`src/rtl/shift_div_seq_ctrl.sv`:
```
// shift_div_seq_ctrl: sequencer for an external 10-bit restoring-division datapath.
// Drives load / clear / shift / subtract-commit strobes for the A (remainder), Q (quotient)
// and B (divisor) registers, counts iterations and handshakes with the host.
// Optional feature macro: DIVZERO_CHK_EN adds the div_zero input and err output, and
// short-circuits a zero-divisor request straight to DONE.
module shift_div_seq_ctrl #(
   parameter int unsigned N  = 10,
   parameter int unsigned CW = 4
) (
   input  logic          clk,
   input  logic          clr_n,
   input  logic          start,
   input  logic          sign_bit,
`ifdef DIVZERO_CHK_EN
   input  logic          div_zero,
   output logic          err,
`endif
   output logic          busy,
   output logic          done,
   output logic          ld_regs,
   output logic          sclr_a,
   output logic          shl,
   output logic          sub_ld,
   output logic          qset,
   output logic [CW-1:0] cnt
);

   typedef enum logic [2:0] {
      StIdle  = 3'd0,
      StLoad  = 3'd1,
      StShift = 3'd2,
      StEval  = 3'd3,
      StDone  = 3'd4
   } state_e;

   localparam logic [CW-1:0] CntLast = CW'(N - 1);
   localparam logic [CW-1:0] CntMax  = CW'(N);

   state_e        state_q, state_d;
   logic [CW-1:0] cnt_q, cnt_d;

`ifdef DIVZERO_CHK_EN
   logic err_q, err_d;
   logic zero_req;

   // A start with a zero divisor bypasses the datapath entirely
   assign zero_req = start & div_zero;
`endif

   // State, counter and error flag registers
   always_ff @(posedge clk or negedge clr_n) begin
      if (!clr_n) begin
         state_q <= StIdle;
         cnt_q   <= '0;
`ifdef DIVZERO_CHK_EN
         err_q   <= 1'b0;
`endif
      end else begin
         state_q <= state_d;
         cnt_q   <= cnt_d;
`ifdef DIVZERO_CHK_EN
         err_q   <= err_d;
`endif
      end
   end

   // Next-state, iteration counter and error flag update
   always_comb begin
      state_d = state_q;
      cnt_d   = cnt_q;
`ifdef DIVZERO_CHK_EN
      err_d   = err_q;
`endif
      unique case (state_q)
         StIdle: begin
            if (start) begin
`ifdef DIVZERO_CHK_EN
               if (zero_req) begin
                  state_d = StDone;
                  err_d   = 1'b1;
               end else begin
                  state_d = StLoad;
                  err_d   = 1'b0;
               end
`else
               state_d = StLoad;
`endif
            end
         end
         StLoad: begin
            cnt_d   = '0;
            state_d = StShift;
         end
         StShift: begin
            state_d = StEval;
         end
         StEval: begin
            // Saturate so cnt can never wrap past N
            if (cnt_q != CntMax) begin
               cnt_d = cnt_q + 1'b1;
            end
            state_d = (cnt_q == CntLast) ? StDone : StShift;
         end
         StDone: begin
            state_d = StIdle;
         end
         default: begin
            state_d = StIdle;
         end
      endcase
   end

   // Moore strobes from the state register; subtract-commit is Mealy on sign_bit in EVAL
   always_comb begin
      busy    = 1'b0;
      done    = 1'b0;
      ld_regs = 1'b0;
      sclr_a  = 1'b0;
      shl     = 1'b0;
      sub_ld  = 1'b0;
      qset    = 1'b0;
      unique case (state_q)
         StIdle: begin
            busy = 1'b0;
         end
         StLoad: begin
            busy    = 1'b1;
            ld_regs = 1'b1;
            sclr_a  = 1'b1;
         end
         StShift: begin
            busy = 1'b1;
            shl  = 1'b1;
         end
         StEval: begin
            busy   = 1'b1;
            // Non-negative A - B means the divisor fits: commit and set the quotient bit
            sub_ld = ~sign_bit;
            qset   = ~sign_bit;
         end
         StDone: begin
            busy = 1'b1;
            done = 1'b1;
         end
         default: begin
            busy = 1'b0;
         end
      endcase
   end

   assign cnt = cnt_q;

`ifdef DIVZERO_CHK_EN
   assign err = err_q;
`endif

endmodule
```
`config.mk`:
```
export PLATFORM = sky130hd
export DESIGN_NAME = shift_div_seq_ctrl
export DESIGN_NICKNAME = d
export VERILOG_FILES = /design/src/rtl/shift_div_seq_ctrl.sv
export SDC_FILE = /design/constraint.sdc
export NUM_CORES = 1
export LEC_CHECK = 0
export BUFFER_PORTS_ARGS = -buffer_cell sky130_fd_sc_hd__buf_4
export CORE_AREA = 2 2 39 41
export DETAILED_ROUTE_END_ITERATION = 6
export DIE_AREA = 0 0 41 43
export HOLD_SLACK_MARGIN = 0.15
export PLACE_DENSITY = 0.58
export SYNTH_ARGS = -nofsm -noshare
export SYNTH_HDL_FRONTEND = slang
export SYNTH_SLANG_ARGS = --single-unit
```
`constraint.sdc`:
```
create_clock -name clk -period 3.1 [get_ports clk]
set_input_delay 0.775 -clock clk [delete_from_list [all_inputs] [get_ports clk]]
set_output_delay 0.775 -clock clk [all_outputs]
set_load 0.05 [all_outputs]
```
==> results.toml, run 1 <==
[worst_setup_path]
critPathCaptureType = "output pin"
r2r_cells = 5
arrival_ps = 1340
critPathKind = "register to output pin"
start_kind = "register"
path_max_fanout = 10
worstPathRequired_ps = 2320

[flow_run]
maxCapViolations = 0

[sta]
period_share_pct = 68.09
rsz0062_at_grt = "no"
worstMarginPinSlew_ps = 347.7
tns_ps = 0
setup_viol = 0
period_minus_slack_ps = 2111
fmax_mhz = 473.8
skew_ps = 8.563
drv_slew = 0
max_slew_margin_pct = 76.82
finalHoldViolations = 0

[cts]
clk_root_buffer_cell = "clkbuf_4"
htreeDepth = 1
cts_buffers = 3
ctsResizeCount = 0
cts_tree = "done"
clk_latency_ps = 260
clk_path_buf_depth = 2
ctsHoldBuffers = 0
clock-sinks = 7
post_cts_buffers = 0
clk_transition_reported_paths_ps = 60

[synthesis]
ys_warn_count = 0
synth-seq-cells = 7
synth_top_area_share_pct = 40.11
synth_top_cell_by_area = "dfrtp_1"
synth_cell_types = 27
syn_nets = 52
synth_area_um2 = 436.7
ys_seq_area_share_pct = 40.11
syn_inst = 45
avgSynthCellArea_um2 = 9.704
synth_area_leaders = "dfrtp_1, ha_1, nand3b_4"

[floorplan]
dieArea_um2 = 1763
die_h_um = 43
io_pins = 15
core_um2 = 1384
die_w_um = 41
start_util_pct = 31.56
fp-row-count = 14

[route]
firstDrtPassIters = 4
final_antenna_net_count = 0
dr_total_vias = 374
wirelength_um = 831
drc = 0
via_per_inst = 4.921
wl_per_cell_um = 10.93
drt_iter0_markers = 4

[global_route]
grt_usage_pct = 11.72
grt-ovfl-total = 0
antenna_found_initial = 0
grt_pass1_vias = 321
grt_max_degree = 11
grt_pass1_wl_um = 1304

[cells_and_area]
fin_nets = 68
syn2layout_area_growth_pct = 30.09
drive_gt1_share_pct = 31.67
antenna_cells = 0

[place]
hpwl_um = 626.6
place.gp.congestion = 0.6951
port_buffers = 14

[hold_path]
holdCritPathClass = "input pin to async pin"

[run_status]
status = "finished, final reports clean"
-- state kept, by name, indices dropped and copies added (netlist names) --
| name | count |
|---|---|
| state_q | 3 |
| cnt | 4 |
-- placed cells by master, fill, tap and decap left out --
| master | instances |
|---|---|
| a211oi_1 | 1 |
| clkbuf_1 | 1 |
| or2_1 | 1 |
| clkbuf_4 | 3 |
| and4_1 | 1 |
| a21oi_1 | 1 |
| nand2_1 | 2 |
| and2_1 | 1 |
| buf_4 | 14 |
| nand4b_1 | 1 |
| o21ai_1 | 1 |
| dfrtp_1 | 7 |
| nand2b_2 | 1 |
| nand3b_4 | 1 |
| nor3b_1 | 1 |
| nor2_1 | 5 |
| nor3_1 | 2 |
| xnor2_1 | 1 |
| inv_1 | 2 |
| o311ai_1 | 1 |
| o31ai_1 | 1 |
| ha_1 | 3 |
| nand2b_1 | 1 |
| nand3_1 | 2 |
| a22o_1 | 1 |
| and3b_1 | 1 |
| o21ai_0 | 1 |
| nor2b_1 | 2 |
-- metal layers --
layer  up-vias  track usage, %  wire length, µm
li1        188               -                -
met1       168           14.75              377
met2        14           14.69              357
met3         4           1.571               57
met4         0           14.00               38
met5         -               0                0
-- through the flow --
step / hold WS, ps / area (µm²) / worst slack, ps / utilization [%] / cells
after detailed placement: 551.6 / 541.8 / 1099 / 39.15 / 72
after CTS: 317.6 / 568.0 / 968.0 / 41.05 / 76
after floorplan: 479.4 / 436.7 / 531.3 / - / 45
after global placement: 566.1 / 541.8 / 1111 / 39.15 / 72
final: 318.1 / 568.0 / 989.2 / 41.05 / 76
after global routing: 318.0 / 568.0 / 883.1 / 41.05 / 76
-- layout make-up --
| type | count | area, µm² |
|---|---|---|
| well taps | 16 | 20.02 |
| flip-flops and latches | 7 | 175.2 |
| multi-input cells | 33 | 234.0 |
| inverters | 2 | 7.507 |
| repair buffers | 14 | 105.1 |
| fillers | 143 | 815.8 |
| clock buffers | 4 | 26.28 |
-- synth_stat cells --
master and number:
dfrtp_1 7, nor2_1 5, ha_1 3, buf_4 2, inv_1 2, nand2_1 2, nand3_1 2, nor2b_1 2
nor3_1 2, a211oi_1 1, a21oi_1 1, a22o_1 1, and2_1 1, and3b_1 1, and4_1 1, buf_2 1
nand2b_1 1, nand2b_2 1, nand3b_4 1, nand4b_1 1, nor3b_1 1, o21ai_0 1, o21ai_1 1, o311ai_1 1
o31ai_1 1, or2_1 1, xnor2_1 1
-- worst paths after layout --
kind                                  from         end  slack, ps
worst max-delay path            state_q[1]        busy        990
worst min-delay path                 clr_n  state_q[1]        320
worst max register to register      cnt[0]      cnt[0]       1730
worst min register to register  state_q[2]  state_q[1]        550
max in group asynchronous            clr_n      cnt[3]       2650
min in group clk                state_q[2]  state_q[1]        550
-- worst max-delay path, stage by stage, from the launching register on --
cell and delay (ps):
dfrtp_1 500, nor2_1 230, xnor2_1 140, buf_4 210
-- logic make-up after synthesis --
group                    share of synthesized area (%)
adder cells (fa/ha/maj)                          8.597
AND/OR/NAND/NOR                                  32.10
XOR/XNOR                                         2.006
buffers and inverters                            6.302
flip-flops                                       40.12
AO/OA/AOI/OAI                                    10.89
Power of run 1 is not shown: default switching activity piles up to over one toggle a cycle in this logic, so the estimate is an artifact.
==> run 2, diff against run 1 <==
- clock period: 3.1 -> 2.2 ns (I/O delays scaled with it)
==> run 2 against run 1 <==
Compared with the run above:
- critical path depth did not move
- routed wire length rose by 1.8%
- worst hold slack improved by 250 ps
- via count rose by 0.80%
- cell count rose by 1.3%
- clock skew fell by 6.9 ps
- sequential share of layout area fell by 0.53 points
- non-clock buffer count rose by 1
- sequential cell count did not move
- design area rose by 1.8%
==> results.toml, run 2 (same netlist as run 1, synthesis figures left out) <==
[global_route]
grt-ovfl-total = 0
grt_pass1_wl_um = 1386
grt_pass1_vias = 346
grt_max_degree = 11
antenna_found_initial = 0
grt_usage_pct = 12.34

[sta]
rsz0062_at_grt = "no"
fmax_mhz = 530.2
worstMarginPinSlew_ps = 341.4
period_share_pct = 85.73
setup_viol = 0
skew_ps = 1.687
tns_ps = 0
setup_ws_ps = 314.0
max_slew_margin_pct = 77.24
period_minus_slack_ps = 1886
drv_slew = 0
finalHoldViolations = 0

[worst_setup_path]
arrival_ps = 1340
worstPathRequired_ps = 1650
critPathCaptureType = "output pin"
critPathKind = "register to output pin"
start_kind = "register"
path_max_fanout = 10

[cts]
post_cts_buffers = 0
ctsHoldBuffers = 1
clk_transition_reported_paths_ps = 50
cts_buffers = 3
clk_latency_ps = 250
clk_path_buf_depth = 2
htreeDepth = 1
cts_tree = "done"
clk_root_buffer_cell = "clkbuf_4"
clock-sinks = 7
ctsResizeCount = 0

[floorplan]
core_um2 = 1384
die_w_um = 41
dieArea_um2 = 1763
start_util_pct = 31.56
die_h_um = 43
fp-row-count = 14
io_pins = 15

[cells_and_area]
fin_util_pct = 41.77
antenna_cells = 0
syn2layout_area_growth_pct = 32.38
final_cell_mix = "buf_4, dfrtp_1, nor2_1"
drive_gt1_share_pct = 31.15
largest_reg_flops = 4
final_common_cell = "buf_4"
fin_nets = 69
final_area_um2 = 578.1

[route]
wl_per_cell_um = 10.99
drt_iter0_markers = 1
dr_total_vias = 377
final_antenna_net_count = 0
wl_met3_um = 60
maxUsedRoutingLayer = "met4"
via_per_inst = 4.896
met2_wirelength_um = 386
m1WireLength_um = 382
firstDrtPassIters = 3
wirelength_um = 846
drc = 0

[place]
hpwl_um = 653.8
placed_area_um2 = 541.8
place.gp.congestion = 0.7324
port_buffers = 14
detailedPlace.worstSlack_ps = 585.7

[hold_path]
holdCritPathClass = "register to register"

[flow_run]
maxCapViolations = 0

[run_status]
status = "finished, final reports clean"
## run 2: changes by cell type in the layout (fill, tap and decap cells not counted), sizes merged
| cell | before | now |
|---|---|---|
| dlygate4sd3 | 0 | 1 |
## run 2: final cells by class
cell class                 count  area, µm²
inverter                       2      7.507
tap                           16      20.02
sequential                     7      175.2
fill                         150      805.8
clock buffer                   4      26.28
multi-input combinational     33      234.0
timing repair buffer          15      115.1
## run 2: path summary, 6_finish.rpt
kind	cells past startpoint	startpoint	endpoint	slack, ps
hold / removal	1	state_q[2]	state_q[0]	570
setup / recovery	3	state_q[1]	busy	310
min in group asynchronous	2	clr_n	state_q[0]	650
setup reg to reg	5	cnt[0]	cnt[2]	830
hold reg to reg	1	state_q[2]	state_q[0]	570
max in group asynchronous	2	clr_n	cnt[3]	1430
## run 2: critical path, stage by stage (launching register included)
cell,delay [ps]
dfrtp_1,490
nor2_1,240
xnor2_1,140
buf_4,210
## run 2: stage by stage
step,hold slack (ps),instances
after global routing,600.5,77
after floorplan,254.4,45
final,567.7,77
after detailed placement,368.8,72
after global placement,367.7,72
after CTS,559.3,77
## run 2: routing by layer
layer  GRT usage (%)  up-vias
met3           4.712        2
met1           15.13      174
li1                -      189
met4           10.00        0
met2           16.25       12
met5               0        -
Power of run 2 is left out for the same reason.
==> run 3, diff against run 2 <==
- PLACE_DENSITY: 0.58 -> 0.55
==> run 3 against run 2 <==
Compared with the run above:
- fmax increased by 0.76%
- global-route usage increased by 0.98 points
- via count increased by 2.9%
- critical path type unchanged
==> results.toml, run 3 (same netlist as run 1, synthesis figures left out) <==
[cells_and_area]
multi_input_area_um2 = 234.0
fin_nets = 69
syn2layout_area_growth_pct = 32.38
largest_reg_flops = 4
fill_cells = 146
fin_util_pct = 41.77
final-seq-area_um2 = 175.2
antenna_cells = 0
drive_gt1_share_pct = 31.15
final_area_um2 = 578.1
final_common_cell = "buf_4"
final_cell_mix = "buf_4, dfrtp_1, nor2_1"

[cts]
htreeDepth = 1
clk_path_buf_depth = 2
cts_tree = "done"
clk_root_buffer_cell = "clkbuf_4"
cts_buffers = 3
clk_transition_reported_paths_ps = 50
clk_latency_ps = 250
ctsResizeCount = 0
clock-sinks = 7

[worst_setup_path]
slowest_delay_ps = 500
worstPathCellList = "nor2_1, xnor2_1, buf_4"
critPathCaptureType = "output pin"
slowest_stage = "dfrtp_1"
arrival_ps = 1320
critPathKind = "register to output pin"
start_kind = "register"
worstPathRequired_ps = 1650
path_max_fanout = 10

[route]
drt_iter0_markers = 4
dr_total_vias = 388
final_antenna_net_count = 0
via_per_inst = 5.039
firstDrtPassIters = 4
wl_per_cell_um = 11.60
wirelength_um = 893
drc = 0

[floorplan]
start_util_pct = 31.56
dieArea_um2 = 1763
die_w_um = 41
die_h_um = 43
core_um2 = 1384
fp-row-count = 14
io_pins = 15

[sta]
finalHoldViolations = 0
period_share_pct = 85.08
skew_ps = 3.589
worstMarginPinSlew_ps = 347.4
setup_viol = 0
fmax_mhz = 534.3
tns_ps = 0
rsz0062_at_grt = "no"
period_minus_slack_ps = 1872
drv_slew = 0
max_slew_margin_pct = 76.84

[global_route]
antenna_found_initial = 0
grt_use_met2_pct = 17.19
use_met1_pct = 18.30
grt-ovfl-total = 0
grt_pass1_vias = 373
grt_max_degree = 11
globalRoute.busiestLayer = "met1"
met3_usage_pct = 3.141
grt_usage_pct = 13.32
grt_pass1_wl_um = 1545

[hold_path]
holdCritPathClass = "input pin to register"

[place]
placed_area_um2 = 541.8
port_buffers = 14
place.gp.congestion = 0.7299
hpwl_um = 659.1

[run_status]
status = "finished, final reports clean"

[flow_run]
maxCapViolations = 0
## run 3: path summary, 6_finish.rpt
kind,end,cells past startpoint,slack [ps],from
setup reg to reg,cnt[0],5,800,cnt[0]
min in group asynchronous,cnt[2],2,650,clr_n
hold / removal,state_q[0],3,570,start
setup / recovery,busy,3,330,state_q[1]
hold reg to reg,state_q[0],1,570,state_q[2]
max in group asynchronous,state_q[2],2,1420,clr_n
## run 3: metrics by stage
stage | cells | hold WS (ps) | setup WS [ps]
CTS | 77 | 563.3 | 316.1
finish | 77 | 567.9 | 328.3
floorplan | 45 | 254.4 | -14.45
global placement | 72 | 368.6 | 584.9
global route | 77 | 611.0 | 200.8
detailed placement | 72 | 370.0 | 590.9
## run 3: metal layers
metal | share of wire (%) | vias to the layer above
met5 | 0 | -
li1 | - | 193
met1 | 46 | 178
met2 | 45 | 15
met3 | 7.2 | 2
met4 | 1.9 | 0
## run 3: worst max-delay path, delay by kind of cell, from the launching register on
kind | cells | cell delay, ps
XOR/XNOR | 1 | 140
buffers and inverters | 1 | 210
AND/OR/NAND/NOR | 1 | 220
flip-flops | 1 | 500
## run 3: cell type report
type	count	area share [%]
inverters	2	1.299
well taps	16	3.463
clock buffers	4	4.545
multi-input cells	33	40.48
flip-flops and latches	7	30.30
repair buffers	15	19.91
## run 3: repair_timing
action	CTS	global route
hold endpoints to repair	7	0
hold buffers	1	0
setup buffers	0	0
setup endpoints to repair	0	0
Power of run 3 is left out for the same reason.
